<file path="config.mk">
export PLATFORM = sky130hd
export DESIGN_NAME = weight_uart_load
export DESIGN_NICKNAME = d
export VERILOG_FILES = /design/src/rtl/weight_uart_load.sv
export SDC_FILE = /design/constraint.sdc
export NUM_CORES = 1
export LEC_CHECK = 0
export CAP_MARGIN = 10
export CORE_UTILIZATION = 35
export DETAILED_ROUTE_END_ITERATION = 10
export GPL_ROUTABILITY_DRIVEN = 1
export SKIP_CTS_REPAIR_TIMING = 1
export SYNTH_ARGS = -nofsm -noshare
export SYNTH_HDL_FRONTEND = slang
export SYNTH_SLANG_ARGS = --single-unit
</file>
<file path="constraint.sdc">
create_clock -name clk -period 2.2 [get_ports clk]
set_input_delay 0.33 -clock clk [delete_from_list [all_inputs] [get_ports clk]]
set_output_delay 0.33 -clock clk [all_outputs]
set_load 0.01 [all_outputs]
</file>
<file path="src/rtl/weight_uart_load.sv">
// UART (8N1, LSB first) receiver that streams a fixed number of bytes into a
// weight RAM at consecutive addresses, then pulses done.
module weight_uart_load #(
  parameter int CLK_FREQ  = 50000000,
  parameter int UART_BPS  = 115200,
  parameter int SUM_BYTES = 529,
  parameter int ADDR_W    = 10
) (
  input  logic              clk,
  input  logic              rst,
  input  logic              start,
  input  logic              uart_rxd,
  output logic              ram_we,
  output logic [ADDR_W-1:0] ram_addr,
  output logic [7:0]        ram_wdata,
  output logic              busy,
  output logic              done,
  output logic              frame_err
);

  localparam int BPS_CNT = CLK_FREQ / UART_BPS;
  localparam int HALF    = BPS_CNT / 2;
  localparam int TW      = $clog2(BPS_CNT + 1);
  localparam int CW      = ADDR_W + 1;
  localparam logic [TW-1:0] T_HALF   = TW'(HALF - 1);
  localparam logic [TW-1:0] T_FULL   = TW'(BPS_CNT - 1);
  localparam logic [CW-1:0] LAST_IDX = CW'(SUM_BYTES - 1);

  typedef enum logic [2:0] {
    S_IDLE  = 3'd0,
    S_WAIT  = 3'd1,
    S_START = 3'd2,
    S_DATA  = 3'd3,
    S_STOP  = 3'd4
  } state_t;

  state_t          state_r;
  state_t          state_s;
  logic            rx_meta_r;
  logic            rx_sync_r;
  logic            rx_prev_r;
  logic [TW-1:0]   timer_r;
  logic [2:0]      bit_cnt_r;
  logic [7:0]      shreg_r;
  logic [CW-1:0]   count_r;
  logic            fall_s;
  logic            last_s;
  logic            arm_s;
  logic            timer_clr_s;
  logic            bit_clr_s;
  logic            shift_s;
  logic            commit_s;
  logic            ferr_set_s;

  assign fall_s   = rx_prev_r & ~rx_sync_r;
  assign last_s   = (count_r == LAST_IDX);
  // Count is one bit wider than the address so a full 2^ADDR_W load cannot wrap.
  assign ram_addr = count_r[ADDR_W-1:0];

  // State register.
  always_ff @(posedge clk or posedge rst) begin
    if (rst) begin
      state_r <= S_IDLE;
    end else begin
      state_r <= state_s;
    end
  end

  // Next-state and per-cycle control strobes.
  always_comb begin
    state_s     = state_r;
    arm_s       = 1'b0;
    timer_clr_s = 1'b0;
    bit_clr_s   = 1'b0;
    shift_s     = 1'b0;
    commit_s    = 1'b0;
    ferr_set_s  = 1'b0;
    case (state_r)
      S_IDLE: begin
        // busy is still high during the final-commit cycle, which masks start there.
        if (start && !busy) begin
          arm_s   = 1'b1;
          state_s = S_WAIT;
        end else begin
          state_s = S_IDLE;
        end
      end
      S_WAIT: begin
        if (fall_s) begin
          timer_clr_s = 1'b1;
          state_s     = S_START;
        end else begin
          state_s = S_WAIT;
        end
      end
      S_START: begin
        if (timer_r == T_HALF) begin
          if (rx_sync_r) begin
            state_s = S_WAIT;
          end else begin
            timer_clr_s = 1'b1;
            bit_clr_s   = 1'b1;
            state_s     = S_DATA;
          end
        end else begin
          state_s = S_START;
        end
      end
      S_DATA: begin
        if (timer_r == T_FULL) begin
          shift_s     = 1'b1;
          timer_clr_s = 1'b1;
          state_s     = (bit_cnt_r == 3'd7) ? S_STOP : S_DATA;
        end else begin
          state_s = S_DATA;
        end
      end
      S_STOP: begin
        if (timer_r == T_FULL) begin
          if (rx_sync_r) begin
            commit_s = 1'b1;
            state_s  = last_s ? S_IDLE : S_WAIT;
          end else begin
            ferr_set_s = 1'b1;
            state_s    = S_WAIT;
          end
        end else begin
          state_s = S_STOP;
        end
      end
      default: begin
        state_s = S_IDLE;
      end
    endcase
  end

  // Synchronizer, bit timer and receive shift register.
  always_ff @(posedge clk or posedge rst) begin
    if (rst) begin
      rx_meta_r <= 1'b1;
      rx_sync_r <= 1'b1;
      rx_prev_r <= 1'b1;
      timer_r   <= {TW{1'b0}};
      bit_cnt_r <= 3'd0;
      shreg_r   <= 8'd0;
    end else begin
      rx_meta_r <= uart_rxd;
      rx_sync_r <= rx_meta_r;
      rx_prev_r <= rx_sync_r;
      timer_r   <= timer_clr_s ? {TW{1'b0}} : timer_r + TW'(1);
      if (bit_clr_s) begin
        bit_cnt_r <= 3'd0;
      end else if (shift_s) begin
        bit_cnt_r <= bit_cnt_r + 3'd1;
      end else begin
        bit_cnt_r <= bit_cnt_r;
      end
      if (shift_s) begin
        shreg_r <= {rx_sync_r, shreg_r[7:1]};
      end else begin
        shreg_r <= shreg_r;
      end
    end
  end

  // RAM write port, byte index and status flags.
  always_ff @(posedge clk or posedge rst) begin
    if (rst) begin
      ram_we    <= 1'b0;
      ram_wdata <= 8'd0;
      count_r   <= {CW{1'b0}};
      busy      <= 1'b0;
      done      <= 1'b0;
      frame_err <= 1'b0;
    end else begin
      ram_we <= commit_s;
      done   <= commit_s & last_s;
      if (commit_s) begin
        ram_wdata <= shreg_r;
      end else begin
        ram_wdata <= ram_wdata;
      end
      // The index advances only after its write cycle so the address holds during ram_we.
      if (arm_s) begin
        count_r <= {CW{1'b0}};
      end else if (ram_we) begin
        count_r <= count_r + CW'(1);
      end else begin
        count_r <= count_r;
      end
      if (arm_s) begin
        busy <= 1'b1;
      end else if (done) begin
        busy <= 1'b0;
      end else begin
        busy <= busy;
      end
      if (arm_s) begin
        frame_err <= 1'b0;
      end else if (ferr_set_s) begin
        frame_err <= 1'b1;
      end else begin
        frame_err <= frame_err;
      end
    end
  end

endmodule

</file>
# Word level (Yosys, flattened, before mapping)
# Index checks and enable logic that the tools add are counted.
# W data, S select, Z words.
# word_totals
ff_bits,49
word_cells,67
# op_classes
addsub,3
n_eq_ne,8
mux,33
n_bitwise,3
reduce_logical,7
# ops
operator,count
$mux W11,2
$mux W1,20
$mux W3,6
$pmux W3 S5,1
$add A11 B1 Y11 const B,1
$eq A11 B10 Y1 const B,1
$add A9 B1 Y9 const B,1
$eq A9 B8 Y1 const B,1
$eq A9 B9 Y1 const B,1
$mux W9,1
$reduce_bool A2 Y1,4
$eq A3 B2 Y1 const B,2
$eq A3 B3 Y1 const B,2
$mux W2,2
$add A3 B1 Y3 const B,1
$eq A3 B1 Y1 const B,1
$logic_not A3 Y1,1
$pmux W1 S3,1
$and A1 B1 Y1,2
$logic_and A1 B1 Y1,1
$logic_not A1 Y1,1
$not A1 Y1,1

# Logic depth before layout (Yosys ltp)
# Gate-level depths: netlist of the first run.
# depth
ltp_word,5
ltp_mapped,7

# Worst setup path after synthesis of the first run
# No wires, ideal clock.
# synth_timing
path_type,reg-to-reg
from,reg timer_r[1]
to,reg shreg_r[0]
setup_time_ns,0.128
arrival_time_ns,1.560
setup_slack_ns,0.512
stages_incl_launch_ff,7
n_path_buf,1
period_less_slack_ns,1.688
cell_sequence,dfrtp_1 inv_1 ha_1 nand4b_2 nor4_4 buf_4 mux2_1
# synth_between
elab_chain_cells,3
# synth_lines
item,line,text
"start, declared",42,logic [TW-1:0] timer_r;
"start signal, assigned",143,timer_r <= {TW{1'b0}};
"start signal, assigned",150,timer_r <= timer_clr_s ? {TW{1'b0}} : timer_r + TW'(1);
$eq A9 B9 Y1,110,if (timer_r == T_FULL) begin
$mux W1,110,
$mux W1,78,case (state_r)
"end signal, assigned",159,"shreg_r <= {rx_sync_r, shreg_r[7:1]};"
"end signal, assigned",161,shreg_r <= shreg_r;
"end, declared",44,logic [7:0] shreg_r;
# No other way between the ends.
# A chain may end at the register's enable or synchronous reset.

# Final worst setup path of the first run
# layout_timing
from,reg timer_r[0]
to,reg timer_r[4]
# layout_between
elab_chain_cells,4
word_cells_on_any_way,7
classes_between,add/sub (1); eq/ne (2); mux (4)
# layout_lines
item,line
branches (longest 3 deep; another with $add A9 B1 Y9),--
$mux W9 (*),150
# Mark *: on every way between the ends.

==> implementation parameters, run 1 <==
Parameter                              Value

Run status
  Run status    finished with violations
  Violations in the final reports    DRC

GRT
  Wire length of the first global-routing pass    6890 um
  Initial antenna violation count    0
  Via count of the first global-routing pass    1470
  Gr ovfl total    0
  Pin count of the biggest net entering global routing    50
  Global-route usage over all layers    0.123

Setup path
  Worst endpoint data arrival time    1.99 ns
  Crit-path cells    inv_1, ha_1, or4b_4, nor4_4, or3_1, nor2_1
  Worst Path Required    2.38 ns
  Longest individual stage delay on the worst path    0.49 ns
  Sort of element at the start of the critical path    flip-flop
  Endpoint class of the critical path    flip-flop
  Max FO, Critical Path    7
  Critical path class    reg2reg
  Slowest stage cell, crit path    sky130_fd_sc_hd__or4b_4

Synthesis
  Number of register bits inferred by synthesis    49
  Largest cells by area after synthesis    sky130_fd_sc_hd__dfrtp_1 49%, sky130_fd_sc_hd__nor2_1 4.6%, sky130_fd_sc_hd__mux2_1 4.3%
  Area of the mapped netlist    0.00235 mm^2
  Cell count after synthesis    208
  Fraction of post-synthesis cell area in the top cell type by area    0.489
  Post-Synthesis Net Count    219
  Avg Cell Area, Syn    11.3 um^2
  Number of flops mapped to enable cells by yosys    0
  Synthesis Warnings    0
  Most area-hungry cell type in the Yosys netlist    sky130_fd_sc_hd__dfrtp_1
  Sequential cell area fraction in the yosys report    0.523
  Number of library cell types mapped by synthesis    40
  Cell with the most instances after synthesis    sky130_fd_sc_hd__dfrtp_1
  Leading cell types by count after synthesis    46 x sky130_fd_sc_hd__dfrtp_1, 29 x sky130_fd_sc_hd__nor2_1, 11 x sky130_fd_sc_hd__buf_4, 11 x sky130_fd_sc_hd__xnor2_1
  Async set-or-reset flop fraction in the synthesized netlist    1.00
  Top_reg_cell synth    sky130_fd_sc_hd__dfrtp_1

Placement
  Inst Count DP    298
  Detailed placement HPWL    2760 um
  Number of buffers inserted by port buffering    25
  Routability Congestion    0.744

CTS
  H-tree depth    2
  Number of sinks driven by the clock tree    49
  Root Driver    sky130_fd_sc_hd__clkbuf_8
  Register clock-pin slew on the reported worst setup and hold paths    0.10 ns
  Num CTS Buffers    5
  Clock latency of the later-clocked register in the worst-skew pair    0.30 ns
  Clock tree from TritonCTS    yes
  Max clock buf depth    2

STA
  Final setup violation count    0
  Worst-Margin Slew    0.448 ns
  Post-route minimum period    1.81 ns
  Timing-limited maximum frequency    0.553 GHz
  Final hold violation count    0
  Ratio of final minimum period to clock period    0.822
  Final number of max-transition violations    0
  Worst max-slew margin expressed relative to the limit    0.701
  Final sum of negative setup slack    0 ns
  Fin Clk Skew    0.0102 ns
  Worst hold margin    0.364 ns
  Setup repair after global routing missed its margin    false

Hold path
  Kind of path behind the tightest hold check    reg2reg

Cells and area
  Count of antenna diodes in the layout    0
  Number of cells in the finished layout apart from fillers    306
  Final Net Count    239
  Fraction of final layout cells with drive strength greater than 1    0.140
  Area grow syn2layout    16.7%

Route
  Number of vias in the routed layout    1473
  Drt total wl    3900 um
  First-pass iteration count of the detailed router    7
  Ratio of routed vias to standard cells    4.81
  Average detailed-routed wire length per instance    12.7 um
  Post-detailed-route DRC marker count    6
  Iteration-0 DRC count of the detailed router    55
  Count of nets left with antenna violations after detail routing    0

Floorplan
  Overall die height    84 um
  # IOs    26
  Effective utilization at floorplan    0.366
  Area of the core region    0.00642 mm^2
  Die area    0.00706 mm^2
  Std-Cell Rows    29
  Horizontal die dimension    84 um

Power and ir drop
  Leakage component of the power    1.25 nW
  Power density over the cells    974 mW/mm^2
  Max IR drop VDD    304 uV

Flow run
  Number of maximum-capacitance violations    0
-- cells by family (layout without fill, tap and decap cells) --
kind of cell / after synthesis / count (layout) / synth area share
buffers and inverters: 26 / 47 / 0.0622
AO/OA/AOI/OAI: 8 / 8 / 0.0207
adder cells (fa/ha/maj): 7 / 7 / 0.0372
XOR/XNOR: 16 / 16 / 0.0595
AND/OR/NAND/NOR: 82 / 82 / 0.204
multiplexers: 20 / 20 / 0.0941
flip-flops: 49 / 49 / 0.523
-- report_power, final --
group | internal (mW) | leakage [nW] | switching (mW) | total [mW]
clock network | 0.347 | 0.0591 | 0.316 | 0.663
logic | 0.376 | 0.541 | 0.326 | 0.701
registers | 1.07 | 0.650 | 0.237 | 1.31
total | 1.80 | 1.25 | 0.879 | 2.67
-- metrics by stage --
| step | utilization | instance area [um^2] | setup WS [ns] | power, mW |
|---|---|---|---|---|
| finish | 0.428 | 2750 | 0.392 | 2.67 |
| global route | 0.428 | 2750 | 0.270 | 2.86 |
| CTS | 0.428 | 2750 | 0.360 | 2.72 |
| detailed placement | 0.410 | 2630 | 0.377 | 2.04 |
| global placement | 0.410 | 2630 | 0.406 | 2.02 |
| floorplan | - | 2350 | 0.512 | 1.83 |
-- routing by layer --
metal / vias to the layer above / GRT usage / wire length (um) / share of wire
li1: 734 / - / - / -
met4: 0 / 0.0423 / 42 / 0.011
met2: 27 / 0.193 / 1840 / 0.47
met5: - / 0 / 0 / 0
met1: 708 / 0.164 / 1880 / 0.48
met3: 4 / 0.0326 / 135 / 0.035
-- layout make-up --
type	instances	area, um^2
flip-flops and latches	49	1230
repair buffers	28	285
fillers	614	3680
clock buffers	5	68.8
clock inverters	3	47.5
multi-input cells	133	977
inverters	11	41.3
well taps	77	96.3
-- flip-flops by register name, indices dropped and copies added, names as in the netlist --
name and flops:
rx_sync_r 1, timer_r 9, frame_err 1, bit_cnt_r 3
shreg_r 8, busy 1, done 1, count_r 11
rx_prev_r 1, rx_meta_r 1, state_r 3, ram_wdata 8
ram_we 1
-- final timing paths --
path,from,endpoint,slack [ns],depth (start not counted)
worst min register to register,rx_meta_r,rx_sync_r,0.36,0
worst min-delay path,rx_meta_r,rx_sync_r,0.36,0
max in group asynchronous,rst,rx_prev_r,1.56,3
worst max-delay path,timer_r[0],timer_r[4],0.39,6
min in group asynchronous,rst,count_r[0],0.37,3
worst max register to register,timer_r[0],timer_r[4],0.39,6
-- cells in the final DEF, fill, tap and decap left out, types with 2 or more instances in the layout --
| cell type | instances |
|---|---|
| sky130_fd_sc_hd__nor2_1 | 29 |
| sky130_fd_sc_hd__nand4_1 | 6 |
| sky130_fd_sc_hd__inv_1 | 9 |
| sky130_fd_sc_hd__mux2i_1 | 3 |
| sky130_fd_sc_hd__clkbuf_8 | 5 |
| sky130_fd_sc_hd__nor3_1 | 7 |
| sky130_fd_sc_hd__inv_2 | 2 |
| sky130_fd_sc_hd__nor2b_1 | 2 |
| sky130_fd_sc_hd__xnor2_1 | 11 |
| sky130_fd_sc_hd__ha_1 | 7 |
| sky130_fd_sc_hd__o21ai_0 | 2 |
| sky130_fd_sc_hd__nand2_1 | 10 |
| sky130_fd_sc_hd__nand3_1 | 4 |
| sky130_fd_sc_hd__mux2_2 | 8 |
| sky130_fd_sc_hd__clkdlybuf4s50_1 | 25 |
| sky130_fd_sc_hd__buf_4 | 2 |
| sky130_fd_sc_hd__dfstp_2 | 3 |
| sky130_fd_sc_hd__nand2b_1 | 2 |
| sky130_fd_sc_hd__dfrtp_1 | 46 |
| sky130_fd_sc_hd__xor2_1 | 5 |
| sky130_fd_sc_hd__nor4_4 | 2 |
| sky130_fd_sc_hd__a21oi_1 | 3 |
| sky130_fd_sc_hd__nor4b_1 | 2 |
| sky130_fd_sc_hd__inv_6 | 2 |
| sky130_fd_sc_hd__nor3_2 | 2 |
| sky130_fd_sc_hd__mux2_1 | 9 |
| sky130_fd_sc_hd__or3_1 | 5 |
-- critical path, delay by kind of cell (launching register included) --
| kind | cells | cell delay [ns] |
|---|---|---|
| simple gates | 4 | 1.07 |
| flops | 1 | 0.43 |
| fa+ha+maj | 1 | 0.13 |
| buf+inv | 1 | 0.07 |
Power figures use the tool's default switching activity.
==> inputs of run 2 (changes only) <==
clock period = 1.6 ns   (was 2.2 ns; I/O delays follow)
==> run 2 against run 1 <==
The flow finishes with violations (DRC, setup timing). Count of clock-buffer cells in the layout did not move. Power is 53% higher. Cell area rose by 13%. Critical path depth did not move. Non-clock buffer count increased by 35. Sequential power is 25% higher. Routed wire length is 13% higher. Via count increased by 13%. Critical endpoint is now state_r[1].
==> implementation parameters, run 2 (synthesized netlist as in run 1, its figures left out) <==
Parameter                              Value

Cells and area
  Largest registers in the final layout    count_r: 11 flops, timer_r: 9 flops (unchanged)
  Area grow syn2layout    31.7% (was 16.7%)
  Commonest cells after routing, fill and taps aside    45 x sky130_fd_sc_hd__dfrtp_1, 36 x sky130_fd_sc_hd__buf_4, 25 x sky130_fd_sc_hd__nor2_1 (was 46 x sky130_fd_sc_hd__dfrtp_1, 29 x sky130_fd_sc_hd__nor2_1, 25 x sky130_fd_sc_hd__clkdlybuf4s50_1)
  Fraction of the core area covered by cells at the end of the flow    0.483 (was 0.428)
  Fraction of final layout cells with drive strength greater than 1    0.292 (was 0.140)
  Filler instances    579 (was 614)
  Final Instance Area    0.00310 mm^2 (was 0.00275 mm^2)
  Count of antenna diodes in the layout    0 (unchanged)
  Area of combinational cells with multiple inputs    0.00104 mm^2 (was 977 um^2)
  Sequential cell area    0.00123 mm^2 (about the same)
  Final Net Count    274 (was 239)
  Most common cell after layout, fill and taps aside    sky130_fd_sc_hd__dfrtp_1 (unchanged)
  Flip-flop count of the largest register, all copies and words added    11 (unchanged)
  Number of cells in the finished layout apart from fillers    341 (was 306)
  Top register by number of flip-flops    count_r (unchanged)

Route
  Number of vias in the routed layout    1658 (was 1473)
  Average detailed-routed wire length per instance    12.9 um (was 12.7 um)
  First-pass iteration count of the detailed router    8 (was 7)
  Ratio of routed vias to standard cells    4.86 (was 4.81)
  Met3 routed WL    150 um (was 135 um)
  Iteration-0 DRC count of the detailed router    73 (was 55)
  Top Metal Used    met4 (unchanged)
  Routed metal-1 wire length    2080 um (was 1880 um)
  Detailed route wirelength on metal2    2120 um (was 1840 um)
  Count of nets left with antenna violations after detail routing    0 (unchanged)
  Drt total wl    4400 um (was 3900 um)
  Post-detailed-route DRC marker count    10 (was 6)

Placement
  Routability Congestion    0.779 (was 0.744)
  Inst Count DP    329 (was 298)
  Detailed placement HPWL    3140 um (was 2760 um)
  Number of buffers inserted by port buffering    25 (unchanged)
  Cell area after placement    0.00289 mm^2 (was 0.00263 mm^2)

STA
  Ratio of final minimum period to clock period    1.06 (was 0.822)
  Final worst-path setup slack    -0.0928 ns (was 0.392 ns)
  Worst-Margin Slew    0.324 ns (was 0.448 ns)
  Post-route minimum period    1.69 ns (was 1.81 ns)
  Worst hold margin    0.276 ns (was 0.364 ns)
  Final number of max-transition violations    0 (unchanged)
  Final setup violation count    27 (was 0)
  Worst max-slew margin expressed relative to the limit    0.781 (was 0.701)
  Final hold violation count    0 (unchanged)
  Timing-limited maximum frequency    0.591 GHz (was 0.553 GHz)
  Fin Clk Skew    0.00884 ns (was 0.0102 ns)
  Setup repair after global routing missed its margin    true (was false)

Setup path
  Worst Path Required    1.79 ns (was 2.38 ns)
  Crit-path cells    inv_1, ha_4, or4b_4, nor3_2, nor2_1, or3_1 (was inv_1, ha_1, or4b_4, nor4_4, or3_1, nor2_1)
  Total buffers and inverters traversed by the critical path    1 (unchanged)
  Worst endpoint data arrival time    1.88 ns (was 1.99 ns)
  Reg-to-reg slack, setup    -0.09 ns (was 0.39 ns)
  Reg2Reg Launch Point    timer_r[0] (unchanged)
  Max FO, Critical Path    3 (was 7)
  Longest individual stage delay on the worst path    0.49 ns (about the same)
  Slowest stage cell, crit path    sky130_fd_sc_hd__or4b_4 (unchanged)
  Endpoint class of the critical path    flip-flop (unchanged)
  Sort of element at the start of the critical path    flip-flop (unchanged)
  CP top delay family    simple AND/OR/NAND/NOR gates (unchanged)
  Critical path class    reg2reg (unchanged)
  Worst r2r dst    state_r[1] (was timer_r[4])
  Register-to-Register Path Depth    6 (unchanged)

GRT
  Pin count of the biggest net entering global routing    50 (unchanged)
  Wire length of the first global-routing pass    7450 um (was 6890 um)
  Via count of the first global-routing pass    1609 (was 1470)
  Global-route usage over all layers    0.135 (was 0.123)
  Initial antenna violation count    0 (unchanged)
  Gr ovfl total    0 (unchanged)

Floorplan
  # IOs    26 (unchanged)
  Die area    0.00706 mm^2 (unchanged)
  Overall die height    84 um (unchanged)
  Area of the core region    0.00642 mm^2 (unchanged)
  Effective utilization at floorplan    0.366 (unchanged)
  Std-Cell Rows    29 (unchanged)
  Horizontal die dimension    84 um (unchanged)

Power and ir drop
  Switching power    1.34 mW (was 879 uW)
  Fraction of power spent switching nets    0.327 (was 0.329)
  Total power draw    4.08 mW (was 2.67 mW)
  Leakage component of the power    1.56 nW (was 1.25 nW)
  Max IR drop VDD    436 uV (was 304 uV)
  Internal cell power    2.75 mW (was 1.80 mW)
  Clock network fraction of total power    0.225 (was 0.248)
  Gate power share    0.372 (was 0.262)
  Power density over the cells    1320 mW/mm^2 (was 974 mW/mm^2)
  Share of total power in sequential cells    0.403 (was 0.490)

CTS
  Clock tree from TritonCTS    yes (unchanged)
  Root Driver    sky130_fd_sc_hd__clkbuf_8 (unchanged)
  H-tree depth    2 (unchanged)
  Number of sinks driven by the clock tree    49 (unchanged)
  Clock latency of the later-clocked register in the worst-skew pair    0.31 ns (was 0.30 ns)
  Max clock buf depth    2 (unchanged)
  Num CTS Buffers    5 (unchanged)
  Register clock-pin slew on the reported worst setup and hold paths    0.10 ns (about the same)

Run status
  Violations in the final reports    DRC, setup timing (was DRC)
  Run status    finished with violations (unchanged)

Hold path
  Kind of path behind the tightest hold check    in2async (was reg2reg)

Flow run
  Number of maximum-capacitance violations    0 (unchanged)
==> run 2: cell types whose count changed in the layout (fill, tap and decap cells not counted), sizes merged <==
cell | before | now
buf | 3 | 38
clkdlybuf4s50 | 25 | 18
dlymetal6s2s | 0 | 7
==> run 2: worst max path at each step <==
stage | cells after the start | end | startpoint | slack [ns]
2_1_floorplan | 6 | state_r[1] | timer_r[0] | -0.07
3_3_place_gp | 6 | timer_r[3] | timer_r[0] | -0.08
3_5_place_dp | 6 | timer_r[6] | timer_r[0] | -0.15
4_1_cts | 6 | timer_r[6] | timer_r[0] | -0.17
5_1_grt | 6 | state_r[1] | timer_r[0] | -0.18
6_report | 6 | state_r[1] | timer_r[0] | -0.09
==> run 2: worst min-delay path, cell delays in order <==
cell and delay (ns):
sky130_fd_sc_hd__clkdlybuf4s50_1 0.41, sky130_fd_sc_hd__inv_2 0.07, sky130_fd_sc_hd__buf_12 0.25
==> run 2: per-stage QoR <==
| step | TNS, ns | setup slack (ns) |
|---|---|---|
| global placement | -1.37 | -0.0805 |
| floorplan | -0.645 | -0.0690 |
| detailed placement | -2.20 | -0.152 |
| global route | -3.54 | -0.179 |
| CTS | -2.54 | -0.172 |
| finish | -1.25 | -0.0928 |
==> run 2: final cells by class <==
class	count	area share
tap	77	0.0311
clock inverter	3	0.0153
multi-input combinational	133	0.334
sequential	49	0.397
clock buffer	5	0.0222
timing repair buffer	63	0.187
inverter	11	0.0133
==> run 2: power groups by stage <==
stage / logic (mW) / registers (mW) / clock network, mW
floorplan: 0.774 / 1.75 / 0
global placement: 1.41 / 1.66 / 0
detailed placement: 1.43 / 1.66 / 0
CTS: 1.43 / 1.64 / 0.959
global route: 1.70 / 1.67 / 1.01
finish: 1.52 / 1.64 / 0.920
==> run 2: layer usage <==
metal,vias to the layer above,global-route usage
met3,5,0.0336
met4,0,0.0517
met1,816,0.178
li1,805,-
met5,-,0
met2,32,0.213
